## src/rtl/engine_arbiter_pkg.sv

```systemverilog
// Shared types and defaults for the engine arbiter slice.
package engine_arbiter_pkg;

    // Scheduler states; encodings are fixed so waveforms stay comparable across builds.
    typedef enum logic [1:0] {
        StIdle  = 2'd0,
        StIssue = 2'd1,
        StWait  = 2'd2,
        StResp  = 2'd3
    } arb_state_e;

    localparam int unsigned DefWidth   = 32;
    localparam int unsigned DefTimeout = 1024;

    // Bits needed to index n items; never zero so single-entry vectors stay legal.
    function automatic int unsigned idx_width(input int unsigned n);
        return (n > 1) ? $clog2(n) : 1;
    endfunction

endpackage

```

## src/rtl/engine_arbiter_rr.sv

```systemverilog
// Combinational rotate-priority arbiter: first request at or above ptr, with wrap.
module rr_arbiter
    import engine_arbiter_pkg::*;
#(
    parameter int unsigned NumReq = 4,
    parameter int unsigned IdxW   = idx_width(NumReq)
) (
    input  logic [NumReq-1:0] req_i,
    input  logic [IdxW-1:0]   ptr_i,
    output logic [NumReq-1:0] gnt_o,
    output logic [IdxW-1:0]   idx_o,
    output logic              any_o
);

    int unsigned     pos;
    logic [IdxW-1:0] pos_idx;

    // Walk the requesters starting at ptr; the first hit wins.
    always_comb begin
        gnt_o   = '0;
        idx_o   = '0;
        any_o   = 1'b0;
        pos     = 0;
        pos_idx = '0;
        for (int unsigned i = 0; i < NumReq; i++) begin
            pos     = (32'(ptr_i) + i) % NumReq;
            pos_idx = IdxW'(pos);
            if (!any_o && req_i[pos_idx]) begin
                gnt_o[pos_idx] = 1'b1;
                idx_o          = pos_idx;
                any_o          = 1'b1;
            end
        end
    end

endmodule

```

## src/rtl/engine_arbiter.sv

```systemverilog
// Round-robin scheduler sharing one multiply-compare engine between NUM_REQ requesters.
module engine_arbiter
    import engine_arbiter_pkg::*;
#(
    parameter int unsigned NUM_REQ = 4,
    parameter int unsigned WIDTH   = DefWidth,
    parameter int unsigned TIMEOUT = DefTimeout
) (
    input  logic                     clk,
    input  logic                     rst_n,
    input  logic [NUM_REQ-1:0]       req_valid_i,
    output logic [NUM_REQ-1:0]       req_ready_o,
    input  logic [NUM_REQ*WIDTH-1:0] req_a_i,
    input  logic [NUM_REQ*WIDTH-1:0] req_b_i,
    input  logic [NUM_REQ*WIDTH-1:0] req_c_i,
    output logic [NUM_REQ-1:0]       rsp_valid_o,
    input  logic [NUM_REQ-1:0]       rsp_ready_i,
    output logic [WIDTH-1:0]         rsp_data_o,
    output logic                     rsp_flag_o,
    output logic                     rsp_err_o,
    output logic                     eng_start_o,
    output logic                     eng_abort_o,
    output logic [WIDTH-1:0]         eng_a_o,
    output logic [WIDTH-1:0]         eng_b_o,
    output logic [WIDTH-1:0]         eng_c_o,
    input  logic                     eng_done_i,
    input  logic [WIDTH-1:0]         eng_out_i,
    input  logic                     eng_flag_i
);

    localparam int unsigned IdxW = idx_width(NUM_REQ);
    localparam int unsigned CntW = idx_width(TIMEOUT);

    arb_state_e         state_q, state_d;
    logic [IdxW-1:0]    ptr_q, ptr_d, owner_q, owner_d;
    logic [CntW-1:0]    cnt_q, cnt_d;
    logic [WIDTH-1:0]   eng_a_q, eng_a_d, eng_b_q, eng_b_d, eng_c_q, eng_c_d;
    logic [WIDTH-1:0]   rsp_data_q, rsp_data_d;
    logic               rsp_flag_q, rsp_flag_d, rsp_err_q, rsp_err_d;

    logic [NUM_REQ-1:0] gnt;
    logic [IdxW-1:0]    gnt_idx;
    logic               gnt_any;
    logic [WIDTH-1:0]   sel_a, sel_b, sel_c;

    rr_arbiter #(
        .NumReq (NUM_REQ),
        .IdxW   (IdxW)
    ) u_rr (
        .req_i  (req_valid_i),
        .ptr_i  (ptr_q),
        .gnt_o  (gnt),
        .idx_o  (gnt_idx),
        .any_o  (gnt_any)
    );

    // Mux the granted requester's operands with constant slice bases.
    always_comb begin
        sel_a = '0;
        sel_b = '0;
        sel_c = '0;
        for (int unsigned i = 0; i < NUM_REQ; i++) begin
            if (gnt[i]) begin
                sel_a = req_a_i[i*WIDTH +: WIDTH];
                sel_b = req_b_i[i*WIDTH +: WIDTH];
                sel_c = req_c_i[i*WIDTH +: WIDTH];
            end
        end
    end

    // Next-state and handshake/strobe outputs.
    always_comb begin
        state_d     = state_q;
        ptr_d       = ptr_q;
        owner_d     = owner_q;
        cnt_d       = cnt_q;
        eng_a_d     = eng_a_q;
        eng_b_d     = eng_b_q;
        eng_c_d     = eng_c_q;
        rsp_data_d  = rsp_data_q;
        rsp_flag_d  = rsp_flag_q;
        rsp_err_d   = rsp_err_q;
        req_ready_o = '0;
        rsp_valid_o = '0;
        eng_start_o = 1'b0;
        eng_abort_o = 1'b0;
        unique case (state_q)
            StIdle: begin
                if (gnt_any) begin
                    req_ready_o = gnt;
                    owner_d     = gnt_idx;
                    eng_a_d     = sel_a;
                    eng_b_d     = sel_b;
                    eng_c_d     = sel_c;
                    state_d     = StIssue;
                end
            end
            StIssue: begin
                eng_start_o = 1'b1;
                cnt_d       = '0;
                state_d     = StWait;
            end
            StWait: begin
                // Completion takes priority over a coincident watchdog expiry.
                if (eng_done_i) begin
                    rsp_data_d = eng_out_i;
                    rsp_flag_d = eng_flag_i;
                    rsp_err_d  = 1'b0;
                    state_d    = StResp;
                end else if (cnt_q == CntW'(TIMEOUT - 1)) begin
                    eng_abort_o = 1'b1;
                    rsp_data_d  = '0;
                    rsp_flag_d  = 1'b0;
                    rsp_err_d   = 1'b1;
                    state_d     = StResp;
                end else begin
                    cnt_d = cnt_q + CntW'(1);
                end
            end
            StResp: begin
                rsp_valid_o[owner_q] = 1'b1;
                if (rsp_ready_i[owner_q]) begin
                    ptr_d   = (owner_q == IdxW'(NUM_REQ - 1)) ? '0 : owner_q + IdxW'(1);
                    state_d = StIdle;
                end
            end
            default: state_d = StIdle;
        endcase
    end

    // State and datapath registers; reset drops any in-flight job silently.
    always_ff @(posedge clk or negedge rst_n) begin
        if (!rst_n) begin
            state_q    <= StIdle;
            ptr_q      <= '0;
            owner_q    <= '0;
            cnt_q      <= '0;
            eng_a_q    <= '0;
            eng_b_q    <= '0;
            eng_c_q    <= '0;
            rsp_data_q <= '0;
            rsp_flag_q <= 1'b0;
            rsp_err_q  <= 1'b0;
        end else begin
            state_q    <= state_d;
            ptr_q      <= ptr_d;
            owner_q    <= owner_d;
            cnt_q      <= cnt_d;
            eng_a_q    <= eng_a_d;
            eng_b_q    <= eng_b_d;
            eng_c_q    <= eng_c_d;
            rsp_data_q <= rsp_data_d;
            rsp_flag_q <= rsp_flag_d;
            rsp_err_q  <= rsp_err_d;
        end
    end

    assign eng_a_o    = eng_a_q;
    assign eng_b_o    = eng_b_q;
    assign eng_c_o    = eng_c_q;
    assign rsp_data_o = rsp_data_q;
    assign rsp_flag_o = rsp_flag_q;
    assign rsp_err_o  = rsp_err_q;

endmodule

```

## config.mk

```make
export PLATFORM = sky130hd
export DESIGN_NAME = engine_arbiter
export DESIGN_NICKNAME = d
export VERILOG_FILES = /design/src/rtl/engine_arbiter_pkg.sv /design/src/rtl/engine_arbiter_rr.sv /design/src/rtl/engine_arbiter.sv
export SDC_FILE = /design/constraint.sdc
export NUM_CORES = 1
export LEC_CHECK = 0
export BUFFER_PORTS_ARGS = -buffer_cell sky130_fd_sc_hd__buf_2
export CAP_MARGIN = 20
export CORE_AREA = 10 10 215 217
export DETAILED_ROUTE_END_ITERATION = 12
export DIE_AREA = 0 0 225 227
export GPL_TIMING_DRIVEN = 0
export PLACE_DENSITY_LB_ADDON = 0.08
export SLEW_MARGIN = 0
export SYNTH_ARGS = -nofsm -noshare
export SYNTH_HDL_FRONTEND = slang
export SYNTH_SLANG_ARGS = --single-unit
```

## constraint.sdc

```tcl
create_clock -name clk -period 3.85 [get_ports clk]
set_input_delay 0.385 -clock clk [delete_from_list [all_inputs] [get_ports clk]]
set_output_delay 0.385 -clock clk [all_outputs]
set_load 0.03 [all_outputs]
```

==> metrics.sh <==
CRITICAL_PATH_ARRIVAL_NS=3.28
SYNTH_NETS=1515
DRIVE_GT1_SHARE_PCT=43.38
WORST_SETUP_PATH_START_KIND='flip-flop'
VIAS_IN_THE_FIRST_GLOBAL_ROUTE=11530
GRT_UTIL_ALL_LAYERS_PCT=20.49
SWITCHINGPOWER_mW=6.988
MULTI_INPUT_COMB_AREA_UM2=5483
IO_PINS=568
CRIT_PATH_MAX_FANOUT=10
REMAINING_DRC_ERRORS=0
FINAL_CELL_MIX='581 x buf_2, 182 x nand2_1, 144 x dfrtp_1'
LAYOUT.CELLS.MOST_COMMON='buf_2'
DPL.HPWL_UM=43450
WL_PER_CELL_UM=24.66
SYNTH-WARNING-COUNT=0
WORSTSKEWPAIRLATENCY_NS=0.45
DIE_HEIGHT_UM=227
DRT_PASS1_ITERATIONS=5
SYNTH.LARGEST_AREA_CELL='dfrtp_1'
AVERAGE_VIAS_PER_PLACED_INSTANCE=4.913
DETAIL-ROUTE-ANTENNA-NETS=0
SHARE_OF_SYNTHESIZED_REGISTERS_CARRYING_AN_ASYNC_SET_OR_RESET_PCT=100.0
CLOCK-SINKS=146
REQUIRED_NS=3.46
SYNTH_EDF_COUNT=0
SYNTH-SEQ-CELLS=146
DIE-WIDTH_UM=225
SYN_AVG_CELL_AREA_UM2=9.041
GRT_MAX_DEGREE=78
WORST_SLACK_AFTER_DETAILED_PLACEMENT_NS=-0.2611
SYNTHESIZED_AREA_UM2=9683
CLK_PATH_BUF_DEPTH=2
SETUP_VIOL=0
CLKPWRFRAC_PCT=13.5
NETLIST.AREA_LEADER.SHARE_PCT=37.73
CTS_INSERTED_BUFFERS=17
TIMING.CLOCK.SKEW_NS=0.006880
IR_DROP_mV=0.3172
ROWS=75
DETAILROUTE.VIA_COUNT=10900
DESIGN.CORE.AREA_UM2=41760
RUN_STATUS='completed'
MAX_CLOCK_FREQ_MHz=272.9
GRT_SETUP_UNREPAIRED='false'
CLOCK_TREE.ROOT_CELL='clkbuf_16'
POST_SYNTH_INST_COUNT=1071
WORSTSETUPENDPOINTTYPE='primary output'
FILL_CELLS=4532
DRV_SLEW=0
TRITONCTS_CLOCK_TREE='done'
POWER.TOTAL_mW=13.30
HOLDCRITPATHCLASS='primary input to flip-flop'
FINAL-HOLD-VIOLATION-COUNT=0
TIMING_WORST_SETUP_PATH_TYPE='flip-flop to primary output'
HOLD_END='rsp_data_o[27]'
SWSHARE_PCT=52.54
PWR-SHARE-SEQ_PCT=20.1
INITIALDRTVIOLATIONCOUNT=634
YS_TYPES=47
REGTOREGENDPOINT='eng_a_o[3]'
R2R_SETUP_SLK_NS=0.38
MIN_DELAY_PATH_DEPTH=3
GLOBALROUTEOVERFLOWTOTAL=0
INTERNAL_POWER_mW=6.313
GRT_FIRST_PASS_WIRELENGTH_UM=78450
HP-START='eng_out_i[27]'
AREA.SEQUENTIAL_UM2=3656
FIN_NETS=2102
SYNTH_TOP_FLOP_CELL='dfrtp_1'
WORST_SLEW_MARGIN_REL_PCT=44.44
ANTENNA_FOUND_INITIAL=22
MAX_H_TREE_LEVEL=4
SYNTH.AREA.TOP_CELLS='dfrtp_1 38%, mux2i_1 10%, nand2_1 7.1%'
FINAL_MIN_PERIOD_OVER_CLOCK_PERIOD_PCT=95.18
SLEW_AT_THE_PIN_WITH_THE_WORST_MAX_SLEW_SLACK_NS=0.8334
POWER_LEAKAGE_nW=7.049
TIMING.REG2REG.WORST_PATH_DEPTH=11
CTS.REPORTEDPATHS.CLKPINSLEW_NS=0.07
P_PER_AREA_nW_PER_UM2=956.8
PERIOD_NEEDED_NS=3.665
R2R-START='ptr_q[1]'
AREAGROWTHSYNTHTOFINISH_PCT=43.56
DRV.MAX_CAP_VIOLATION_COUNT=0
FLOORPLAN.INITIALDENSITY_PCT=23.19
P_COMB_SHARE_PCT=66.4
TIMING.FINAL.WS_SETUP_NS=0.1854
PORTBUFFERS=567
SYNTH_SEQ_AREA_SHARE_PCT=37.73
ROUTED_WIRELENGTH_UM=54690
GP_ROUTABILITY_CONGESTION=0.8589
FP.DIEAREA_UM2=51080
==> registers in the layout, summed over array words and instances, names as in the netlist <==
name	count
cnt_q	10
eng_a_o	32
eng_b_o	32
eng_c_o	32
owner_q	2
ptr_q	2
rsp_data_o	32
rsp_err_o	1
rsp_flag_o	1
state_q	2
==> logic make-up after synthesis <==
family	count (synthesis)	share of synthesized area, %
adder cells (fa/ha/maj)	16	2.067
AND/OR/NAND/NOR	355	16.29
AO/OA/AOI/OAI	322	25.97
XOR/XNOR	6	0.5427
flip-flops	146	37.73
buffers and inverters	119	5.763
multiplexers	107	11.63
==> power by group through the flow <==
stage,logic [mW],registers [mW],clock network [mW]
floorplan,4.86,3.86,0
global placement,8.86,2.70,0
detailed placement,8.89,2.69,0
CTS,8.93,2.68,1.85
global route,9.61,2.75,1.90
finish,8.83,2.68,1.79
==> routing by layer <==
metal / GRT usage, % / up-vias / wire [µm]
li1: - / 5118 / -
met1: 24.51 / 5310 / 22320
met2: 35.07 / 401 / 27430
met3: 7.438 / 43 / 4422
met4: 3.334 / 26 / 346
met5: 0 / - / 175
==> worst max-delay path by stage <==
stage / startpoint / end / slack, ns / cells after the start
finish: ptr_q[1] / req_ready_o[2] / 0.19 / 9
global route: ptr_q[1] / req_ready_o[2] / 0.01 / 9
CTS: ptr_q[1] / req_ready_o[0] / 0.006 / 11
detailed placement: ptr_q[0] / req_ready_o[2] / -0.26 / 9
global placement: rst_n / eng_a_o[17] / -0.34 / 1
floorplan: ptr_q[0] / req_ready_o[0] / 0.87 / 9
==> layout make-up <==
class	count	area share, %
tap	539	4.851
multi-input combinational	806	39.44
clock inverter	12	1.134
sequential	146	26.30
inverter	11	0.2970
clock buffer	18	3.159
antenna	10	0.1800
timing repair buffer	574	21.03
buffer	102	3.609
==> Yosys cell counts, types with 5 or more instances <==
cell type,number
nor2_1,13
and2_1,6
buf_1,11
inv_1,10
a21oi_1,105
nor2b_1,5
dfrtp_1,146
o21ai_0,9
nand2b_1,7
buf_6,9
nand3_1,131
mux2i_1,99
nand2_1,182
a22oi_2,30
clkbuf_1,63
xor2_1,5
o211ai_1,56
o211ai_2,40
ha_1,16
a22oi_1,67
buf_2,20
==> metrics by stage <==
step	area (µm²)	std cells	TNS [ns]	hold slack, ns	utilization (%)
after floorplan	9683	1071	0	0.08941	-
after global placement	13200	2177	-48.49	0.4786	31.60
after detailed placement	13230	2178	-1.516	0.4281	31.69
after CTS	13860	2207	0	0.09216	33.19
after global routing	13880	2211	0	0.1043	33.25
final	13900	2218	0	0.1273	33.29
==> critical path, stage by stage (launching register included) <==
cell and delay, ns:
dfrtp_2 0.43, clkbuf_4 0.22, inv_1 0.11, ha_1 0.34, mux4_2 0.43, nor2b_1 0.20, a22oi_1 0.15, a211oi_4 0.35
clkbuf_2 0.32, buf_2 0.27
==> repair_timing <==
item	in CTS	in global routing
gates resized for setup	8	3
hold endpoints to repair	76	0
hold buffers	1	0
pin swaps	2	0
setup endpoints to repair	34	3
buffers inserted	2	3
No activity file was read; power rests on OpenSTA's default activity.
